===== src/rtl/cmp_8bit_serial_msb.sv =====
// Bit-serial MSB-first magnitude comparator.
// Captures an operand pair through a valid/ready handshake and walks the
// bits from the top down, one bit per clock, stopping at the first bit where
// the operands differ. The result is presented as one-hot lt/eq/gt together
// with the number of bits that had to be examined.
module cmp_8bit_serial_msb #(
    parameter int WIDTH = 8
) (
    input  logic                   clk,
    input  logic                   rst,
    input  logic                   in_valid,
    output logic                   in_ready,
    input  logic [WIDTH-1:0]       x,
    input  logic [WIDTH-1:0]       y,
    input  logic                   is_signed,
    output logic                   out_valid,
    input  logic                   out_ready,
    output logic                   lt,
    output logic                   eq,
    output logic                   gt,
    output logic [$clog2(WIDTH):0] scan_len
);

    localparam int IW = $clog2(WIDTH);
    localparam int LW = IW + 1;
    localparam logic [IW-1:0] IDX_TOP = IW'(WIDTH - 1);

    typedef enum logic [1:0] {
        RST_WAIT,
        IDLE,
        SCAN,
        DONE
    } state_t;

    state_t state;
    state_t next_state;

    logic [WIDTH-1:0] xs;
    logic [WIDTH-1:0] ys;
    logic             sgn;
    logic [IW-1:0]    idx;

    logic bit_x;
    logic bit_y;
    logic differ;
    logic at_msb;
    logic at_lsb;

    // Handshake flags are pure decodes of the state register, so no input
    // ever reaches them combinationally.
    assign in_ready  = (state == IDLE);
    assign out_valid = (state == DONE);

    // Bit currently under inspection and where it sits in the word.
    always_comb begin
        bit_x  = xs[idx];
        bit_y  = ys[idx];
        differ = bit_x ^ bit_y;
        at_msb = (idx == IDX_TOP);
        at_lsb = (idx == '0);
    end

    // State register; reset parks the block in RST_WAIT so in_ready only
    // rises one edge after reset is released.
    always_ff @(posedge clk or posedge rst) begin
        if (rst) begin
            state <= RST_WAIT;
        end else begin
            state <= next_state;
        end
    end

    // Next-state logic: scan ends on the first differing bit or after the LSB.
    always_comb begin
        next_state = state;
        case (state)
            RST_WAIT: next_state = IDLE;
            IDLE: begin
                if (in_valid) begin
                    next_state = SCAN;
                end
            end
            SCAN: begin
                if (differ || at_lsb) begin
                    next_state = DONE;
                end
            end
            DONE: begin
                if (out_ready) begin
                    next_state = IDLE;
                end
            end
            default: next_state = RST_WAIT;
        endcase
    end

    // Operand capture, bit walk and result registers. In signed mode only
    // the sign bit has inverted meaning: a 1 there marks the smaller value.
    always_ff @(posedge clk or posedge rst) begin
        if (rst) begin
            xs       <= '0;
            ys       <= '0;
            sgn      <= 1'b0;
            idx      <= '0;
            lt       <= 1'b0;
            eq       <= 1'b0;
            gt       <= 1'b0;
            scan_len <= '0;
        end else begin
            case (state)
                IDLE: begin
                    if (in_valid) begin
                        xs       <= x;
                        ys       <= y;
                        sgn      <= is_signed;
                        idx      <= IDX_TOP;
                        scan_len <= '0;
                    end
                end
                SCAN: begin
                    scan_len <= scan_len + LW'(1);
                    if (differ) begin
                        if (at_msb && sgn) begin
                            lt <= bit_x;
                            gt <= bit_y;
                        end else begin
                            gt <= bit_x;
                            lt <= bit_y;
                        end
                    end else if (at_lsb) begin
                        eq <= 1'b1;
                    end else begin
                        idx <= idx - IW'(1);
                    end
                end
                DONE: begin
                    if (out_ready) begin
                        lt       <= 1'b0;
                        eq       <= 1'b0;
                        gt       <= 1'b0;
                        scan_len <= '0;
                    end
                end
                default: begin
                end
            endcase
        end
    end

endmodule

===== config.mk =====
export PLATFORM = sky130hd
export DESIGN_NAME = cmp_8bit_serial_msb
export DESIGN_NICKNAME = d
export VERILOG_FILES = /design/src/rtl/cmp_8bit_serial_msb.sv
export SDC_FILE = /design/constraint.sdc
export NUM_CORES = 1
export LEC_CHECK = 0
export ABC_AREA = 1
export CORE_MARGIN = 1.5
export CORE_UTILIZATION = 45
export DETAILED_ROUTE_END_ITERATION = 6
export PLACE_DENSITY = 0.75
export SYNTH_ARGS = -nofsm -noshare
export SYNTH_HDL_FRONTEND = slang
export SYNTH_SLANG_ARGS = --single-unit
export TNS_END_PERCENT = 20

===== constraint.sdc =====
create_clock -name clk -period 1.6 [get_ports clk]
set_input_delay 0.16 -clock clk [delete_from_list [all_inputs] [get_ports clk]]
set_output_delay 0.16 -clock clk [all_outputs]
set_load 0.02 [all_outputs]

# == Yosys cells after proc, flatten, opt, wreduce, memory -nomap -nowiden ==
# Index checks and enable logic that the tools add are counted.
# op_classes
n_mux,25
reduce_logical,13
add_sub_neg,2
n_eq_ne,11
n_bitwise,1
order_cmp,1
# ops
cell,n
"2-bit != test, second input constant",6
4-bit one-hot mux with 3 select lines,1
1-bit 2-to-1 mux,9
3-bit 2-to-1 mux,3
3-bit AND reduction,3
4-bit 2-to-1 mux,2
2-bit one-hot mux with 4 select lines,1
4-bit AND reduction,2
1-bit binary-select mux with 3-bit select,2
2-bit 2-to-1 mux,3
1-bit one-hot mux with 2 select lines,3
3-bit one-hot mux with 2 select lines,1
"4-bit by 1-bit adder with 4-bit output, second input constant",1
"2-bit == test, second input constant",2
"3-bit by 4-bit < comparator with 1-bit output, second input constant",1
2-bit nonzero test,2
"3-bit == test, second input constant",1
3-bit zero test,1
3-bit nonzero test,1
"3-bit by 1-bit subtractor with 3-bit output, second input constant",1
"2-bit by 1-bit == test with 1-bit output, second input constant",1
2-bit zero test,1
"2-bit by 1-bit != test with 1-bit output, second input constant",1
2-bit AND reduction,1
other kinds (3),3
# totals
wordCells,62
inputBits,21
output_inout_bits,9
reg_bits,29

# == Depth between registers and ports, before layout ==
# Gate-level depths: netlist (run 1).
# logic_depth
depth_word,6
ltp_mapped,11
depth_no_buf,11

# == Worst setup path before layout (run 1) ==
# Ideal clock, no wire load.
# synth_path
kind,register to register
startpoint,reg state[1]
endpoint,reg scan_len[3]
t_arrival_ns,1.463
path_buffers,0
path_stages_with_launch,12
required_ns,1.479
setup_time_ns,0.121
period_less_slack_ns,1.584
setup_slack_ns,0.016
path_cell_list,dfrtp_1 -> inv_1 -> ha_1 -> inv_1 -> nor2_2 -> inv_1 -> nand2_1 -> nor2_2 -> inv_2 -> nor2_1 -> xnor2_1 -> nor2_1
# synth_between
elab_chain_cells,3
word_cells_on_any_way,8
cone_classes,eq/ne: 5; mux: 1; reduce/logical: 2
# synth_rtl
element,line_no,rtl
start: declaration,35,state_t state;
start signal: assignment,69,state <= next_state;
2-bit by 1-bit == test with 1-bit output (*),n/a,
via in_ready,12,"output logic in_ready,"
2-bit != test (no source line) or 3-bit nonzero test (tied branches),n/a,
3-bit AND reduction (no source line),n/a,
end signal: assignment,121,scan_len <= scan_len + LW'(1);
end: declaration,21,output logic [$clog2(WIDTH):0] scan_len
# Mark *: on every way through the listed nets, which the timed path passes. The rest lies on a longest branch.
# A chain may end at the register's enable or synchronous reset.

# == Final worst setup path (run 1) ==
# layout_path
startpoint,reg state[1]
endpoint,reg scan_len[3]
# layout_between
elab_chain_cells,3
word_cells_on_any_way,8
cone_classes,eq/ne: 5; mux: 1; reduce/logical: 2
# layout_rtl
element,line_no,rtl
2-bit == test or 2-bit by 1-bit == test with 1-bit output (tied branches),110,case (state)
"2-bit by 1-bit != test with 1-bit output (no source line), or another cell as far along",n/a,
3-bit AND reduction (no source line),n/a,
# Parallel ways exist; a longest one is shown, timed or not.

==> results of run 1 <==
[worst paths after layout]
kind                                           endpoint  cells after the start
max in group asynchronous          state[0]$_DFFE_PP0P_                      3
worst min-delay path                  ys[2]$_DFFE_PP0P_                      3
worst max register to register  scan_len[3]$_DFFE_PP0P_                     11
worst min register to register           gt$_DFFE_PP0P_                      2
worst max-delay path            scan_len[3]$_DFFE_PP0P_                     11
min in group clk                      ys[5]$_DFFE_PP0P_                      3
[critical path, delay by kind of cell, from the launching register on]
family        cells  cell delay, ps
fa+ha+maj         1             170
simple gates      5             440
xor+xnor          1             110
flops             1             410
buf+inv           4             310
[final cells by class]
cell class | count | area share [%]
clock buffers | 7 | 2.50
clock inverters | 1 | 1.37
inverters | 30 | 5.12
multi-input cells | 152 | 38.0
flip-flops and latches | 29 | 33.1
well taps | 46 | 2.62
repair buffers | 41 | 17.4
[power by group]
| group | total [mW] | switching, mW | internal, mW |
|---|---|---|---|
| registers | 1.26 | 0.186 | 1.08 |
| logic | 2.79 | 1.67 | 1.12 |
| clock network | 0.617 | 0.244 | 0.373 |
| total | 4.67 | 2.10 | 2.57 |
[repair_timing]
item	in CTS	in global routing
endpoints found under the hold margin	0	0
gates resized for setup	3	15
endpoints found under the setup margin	3	7
setup buffers	0	3
pin swaps	0	3
gates cloned	0	0
[kinds of logic (layout without fill, tap and decap cells)]
| kind of cell | after synthesis | in the layout | synth area share (%) |
|---|---|---|---|
| and+or+nand+nor | 118 | 118 | 32.5 |
| buffers and inverters | 34 | 79 | 8.21 |
| DFF | 29 | 29 | 44.1 |
| AOI/OAI and AO/OA | 24 | 24 | 7.91 |
| adders and majority gates | 8 | 8 | 6.08 |
| xor gates and xnor gates | 1 | 1 | 0.532 |
| muxes | 1 | 1 | 0.684 |
[flip-flops by register name (all words and copies together), names as in the netlist]
register  flops
idx           3
xs            8
lt            1
scan_len      4
gt            1
sgn           1
state         2
ys            8
eq            1
[through the flow]
step           power (mW)  area [sq um]  hold slack [ps]
3_5_place_dp         3.90          2040              465
2_1_floorplan        3.17          1650              238
6_report             4.67          2200              206
4_1_cts              4.54          2130              208
5_1_grt              5.14          2200              234
3_3_place_gp         3.84          2040              459
[metal layers]
metal	part of all wire (%)	GRT usage [%]	vias up	wire length, microns
met2	48	29.9	26	1550
met1	47	22.8	633	1540
met5	0	0	-	0
li1	-	-	761	-
met3	4.0	4.46	2	130
met4	0.95	5.71	0	31
[layout by cell type (no fill, tap or decap)]
| cell type | netlist | final |
|---|---|---|
| clkbuf_1 | 3 | 1 |
| clkbuf_4 | 0 | 5 |
| o21a_1 | 1 | 1 |
| nor2_4 | 1 | 4 |
| inv_2 | 4 | 6 |
| clkdlybuf4s50_1 | 0 | 27 |
| nand3_4 | 1 | 1 |
| dfrtp_2 | 0 | 1 |
| buf_6 | 1 | 1 |
| a21oi_2 | 2 | 2 |
| ha_2 | 0 | 1 |
| inv_1 | 26 | 24 |
| dlygate4sd2_1 | 0 | 2 |
| nand2_2 | 8 | 10 |
| o21ai_0 | 2 | 2 |
| mux2_2 | 1 | 1 |
| nand2_1 | 54 | 52 |
| nor3_1 | 1 | 1 |
| ha_1 | 8 | 6 |
| nand3_1 | 23 | 23 |
| ha_4 | 0 | 1 |
| bufinv_16 | 0 | 1 |
| buf_4 | 0 | 11 |
| and3_1 | 1 | 1 |
| xnor2_2 | 0 | 1 |
| a21oi_1 | 19 | 19 |
| clkbuf_8 | 0 | 1 |
| nor2_2 | 2 | 2 |
| nand3_2 | 2 | 2 |
| dfrtp_1 | 29 | 28 |
| nor2_1 | 25 | 22 |
==> impl_metrics.ini, run 1 <==
[outcome]
status = complete, no violations

[critical_path]
reg2reg_setup_slack_ps = 50
r2r_start = state[1]$_DFFE_PP0P_
cp.arrival_ps = 1750
startpoint = state[1]$_DFFE_PP0P_
critPathLaunchType = flop
crit_path_frequent_cell = inv_2
slowest_stage = dfrtp_1
crit_type = reg2reg
crit_required_ps = 1810
path_cells = buf_6 -> ha_2 -> inv_2 -> nor2_2 -> inv_2 -> nand2_2 -> nor2_4 -> inv_2 -> nor2_4 -> xnor2_2 -> nor2_1
crit_path_max_fanout = 5
slowest_delay_ps = 410
cp-end-kind = flop

[synthesis]
synth_area_leaders = dfrtp_1 (44%), nand2_1 (12%), nand3_1 (7.0%)
syn_nets = 244
synth_warnings = 0
syn_inst = 215
synth.largest_area_cell = dfrtp_1
synth-seq-cells = 29
yosys-top-cells-count = nand2_1 (54), dfrtp_1 (29), inv_1 (26)
synth_top_area_share_pct = 44.1
synth_area_sq_um = 1650
ys.flop_type = dfrtp_1
synth.most_common_cell = nand2_1
synth_area_per_cell_sq_um = 7.65
yosysSeqAreaShare_pct = 44.1
synth-edff-count = 0
async_flop_share_pct = 100
synth.distinct_cells = 22

[floorplan]
dieArea_sq_um = 4030
rows = 21
core_sq_um = 3420
io_pins = 30
die_h_microns = 63.5
die_x_microns = 63.5
start_util_pct = 48.2

[clock_tree]
clk_path_buf_depth = 2
numCtsBuffers = 5
cts_tree = yes
htree_levels = 2
clk_pin_slew_worst_paths_ps = 90
insertion_delay_ps = 320
hold_buffers = 0
cts.sinks = 29
cts-root-buf = clkbuf_4

[flow_run]
max-cap-violations = 0

[layout]
drive_above_1_share_pct = 19.6
register_area_sq_um = 727
utilization_pct = 64.4
multi_input_area_sq_um = 835
stdcell_count = 306
n_antenna_cell = 0
areaGrowthSynthToFinish_pct = 33.6
final_nets = 288
fillers = 304

[sta]
fin_crit_sh_pct = 96.7
tightest_slew_ps = 354
slew_violations = 0
skew_ps = 8.54
fin_ws_ps = 52.7
rsz0062_at_grt = true
hold_viol = 0
tns_ps = 0
setup_viol_count_final = 0
maxSlewHeadroom_pct = 76.4
fin_crit_ps = 1550
max_clock_freq_mhz = 646

[hold_path]
worstHoldPathType = in2async

[place]
dp_hpwl_mm = 2.32
gp_congestion = 0.840
dp_slack_ps = -14.2
dpl.cell_count = 295
port_buffers = 29

[grt]
grt_pass1_wl_mm = 5.76
antenna_found_initial = 0
grt_pass1_vias = 1387
grt_max_degree = 33
grt_usage_pct = 17.9
global_route.overflow_total = 0

[drt]
drc = 0
wl_per_cell_microns = 10.6
vias = 1422
drt_iter0_drc = 43
viasPerCell = 4.65
routed_wl_mm = 3.25
postRouteAntennaNets = 0
drt-pass1-iter-count = 4

[power_and_ir_drop]
p_per_area_nw_per_um2 = 2120
p_leak_nw = 1.11
vdd_drop_max_uv = 1070
Power figures use the tool's default switching activity.
==> run 2: changes to the inputs <==
CORE_MARGIN = unset   (was 1.5)
==> impl_metrics.ini, run 2 (synthesis gave the netlist of run 1 again) <==
[outcome]
status = complete, no violations

[grt]
grt_pass1_vias = 1337
antenna_found_initial = 0
global_route.overflow_total = 0
grt_max_degree = 33
grt_usage_pct = 18.4
grt_pass1_wl_mm = 5.66

[place]
dpl.cell_count = 294
port_buffers = 29
gp_congestion = 0.804
dp_hpwl_mm = 2.30
dpl_cell_area_sq_um = 2030

[floorplan]
start_util_pct = 48.2
core_sq_um = 3420
io_pins = 30
die_x_microns = 62.5
die_h_microns = 62.5
rows = 21
dieArea_sq_um = 3900

[clock_tree]
hold_buffers = 0
cts-root-buf = clkbuf_4
insertion_delay_ps = 330
clk_pin_slew_worst_paths_ps = 100
cts_tree = yes
numCtsBuffers = 5
clk_path_buf_depth = 2
cts.sinks = 29
htree_levels = 2

[layout]
areaGrowthSynthToFinish_pct = 31.2
final_cell_mix = nand2_1 (53), dfrtp_1 (28), clkdlybuf4s50_1 (27)
final_nets = 285
final_common_cell = nand2_1
fillers = 303
n_antenna_cell = 0
drive_above_1_share_pct = 17.5
top_regs = xs: 8 flops, ys: 8 flops, scan_len: 4 flops
design_area_sq_um = 2160
stdcell_count = 303

[sta]
slew_violations = 0
maxSlewHeadroom_pct = 76.5
hold_viol = 0
skew_ps = 9.45
max_clock_freq_mhz = 651
setup_viol_count_final = 0
tightest_slew_ps = 352
fin_crit_ps = 1540
fin_crit_sh_pct = 96.0

[drt]
viasPerCell = 4.64
drt-pass1-iter-count = 4
vias = 1406
drc = 0
postRouteAntennaNets = 0
routed_wl_mm = 3.18
wl_per_cell_microns = 10.5
drt_iter0_drc = 30

[critical_path]
slowest_stage = clkdlybuf4s50_1
crit_type = reg2out
cp_top_family = buffers and inverters
crit_path_max_fanout = 5
critPathLaunchType = flop
cp-end-kind = output port
path_buf_inv = 1
slowest_delay_ps = 630
cp.arrival_ps = 1380
path_cells = clkdlybuf4s50_1
crit_required_ps = 1440

[flow_run]
max-cap-violations = 0

[power_and_ir_drop]
p_per_area_nw_per_um2 = 2130
vdd_drop_max_uv = 1060
p_leak_nw = 1.09

[hold_path]
worstHoldPathType = in2async
run 2: changes by cell type in the layout (fill, tap and decap cells not counted):
cell	change
nand2_2	-1
nor2_1	+1
buf_4	-3
xnor2_2	-1
nand2_1	+1
nor2_4	-1
xnor2_1	+1
run 2: per-stage QoR:
| stage | hold WS [ps] | worst slack (ps) | util, % | total power [mW] | setup TNS, ps |
|---|---|---|---|---|---|
| after floorplan | 238 | 16.5 | - | 3.17 | 0 |
| after global placement | 455 | 58.7 | 59.5 | 3.82 | 0 |
| after detailed placement | 462 | -18.5 | 59.5 | 3.88 | -18.5 |
| after CTS | 202 | 5.16 | 62.0 | 4.52 | 0 |
| after global routing | 210 | -32.6 | 63.2 | 5.08 | -32.6 |
| final | 188 | 63.5 | 63.2 | 4.60 | 0 |
run 2: what timing repair did:
item                       CTS  global route
pin swaps                    0             1
resized for setup            3            11
setup endpoints to repair    3             6
setup buffers                0             1
run 2: routing by layer:
| metal | vias to the layer above | wire (microns) | GRT usage [%] |
|---|---|---|---|
| li1 | 753 | - | - |
| met3 | 4 | 117 | 5.66 |
| met2 | 25 | 1470 | 29.6 |
| met4 | 0 | 36 | 6.10 |
| met5 | - | 0 | 0 |
| met1 | 624 | 1550 | 23.5 |
run 2: layout make-up:
class,count,area [sq um],share of cell area (%)
Tap cell,46,57.6,2.67
Multi-Input combinational cell,152,817,37.9
Clock inverter,1,30.0,1.39
Timing Repair Buffer,38,359,16.6
Sequential cell,29,727,33.7
Clock buffer,7,55.1,2.55
Inverter,30,113,5.22
run 2: final timing paths:
check	depth (start not counted)	startpoint	slack, ps	endpoint
setup / recovery	1	scan_len[0]$_DFFE_PP0P_	60	scan_len[0]
hold / removal	3	rst	190	ys[7]$_DFFE_PP0P_
setup reg to reg	11	state[1]$_DFFE_PP0P_	80	scan_len[3]$_DFFE_PP0P_
hold reg to reg	2	lt$_DFFE_PP0P_	480	lt$_DFFE_PP0P_
max in group asynchronous	3	rst	1120	state[0]$_DFFE_PP0P_
min in group clk	3	x[1]	390	xs[1]$_DFFE_PP0P_
run 2: report_power, final:
group	internal, mW	switching (mW)
clock network	0.373	0.257
registers	1.08	0.190
logic	1.07	1.63
total	2.52	2.08
run 2: worst min-delay path, cell delays in order:
cell and delay [ps]:
clkdlybuf4s50_1 400, inv_1 50, buf_4 320
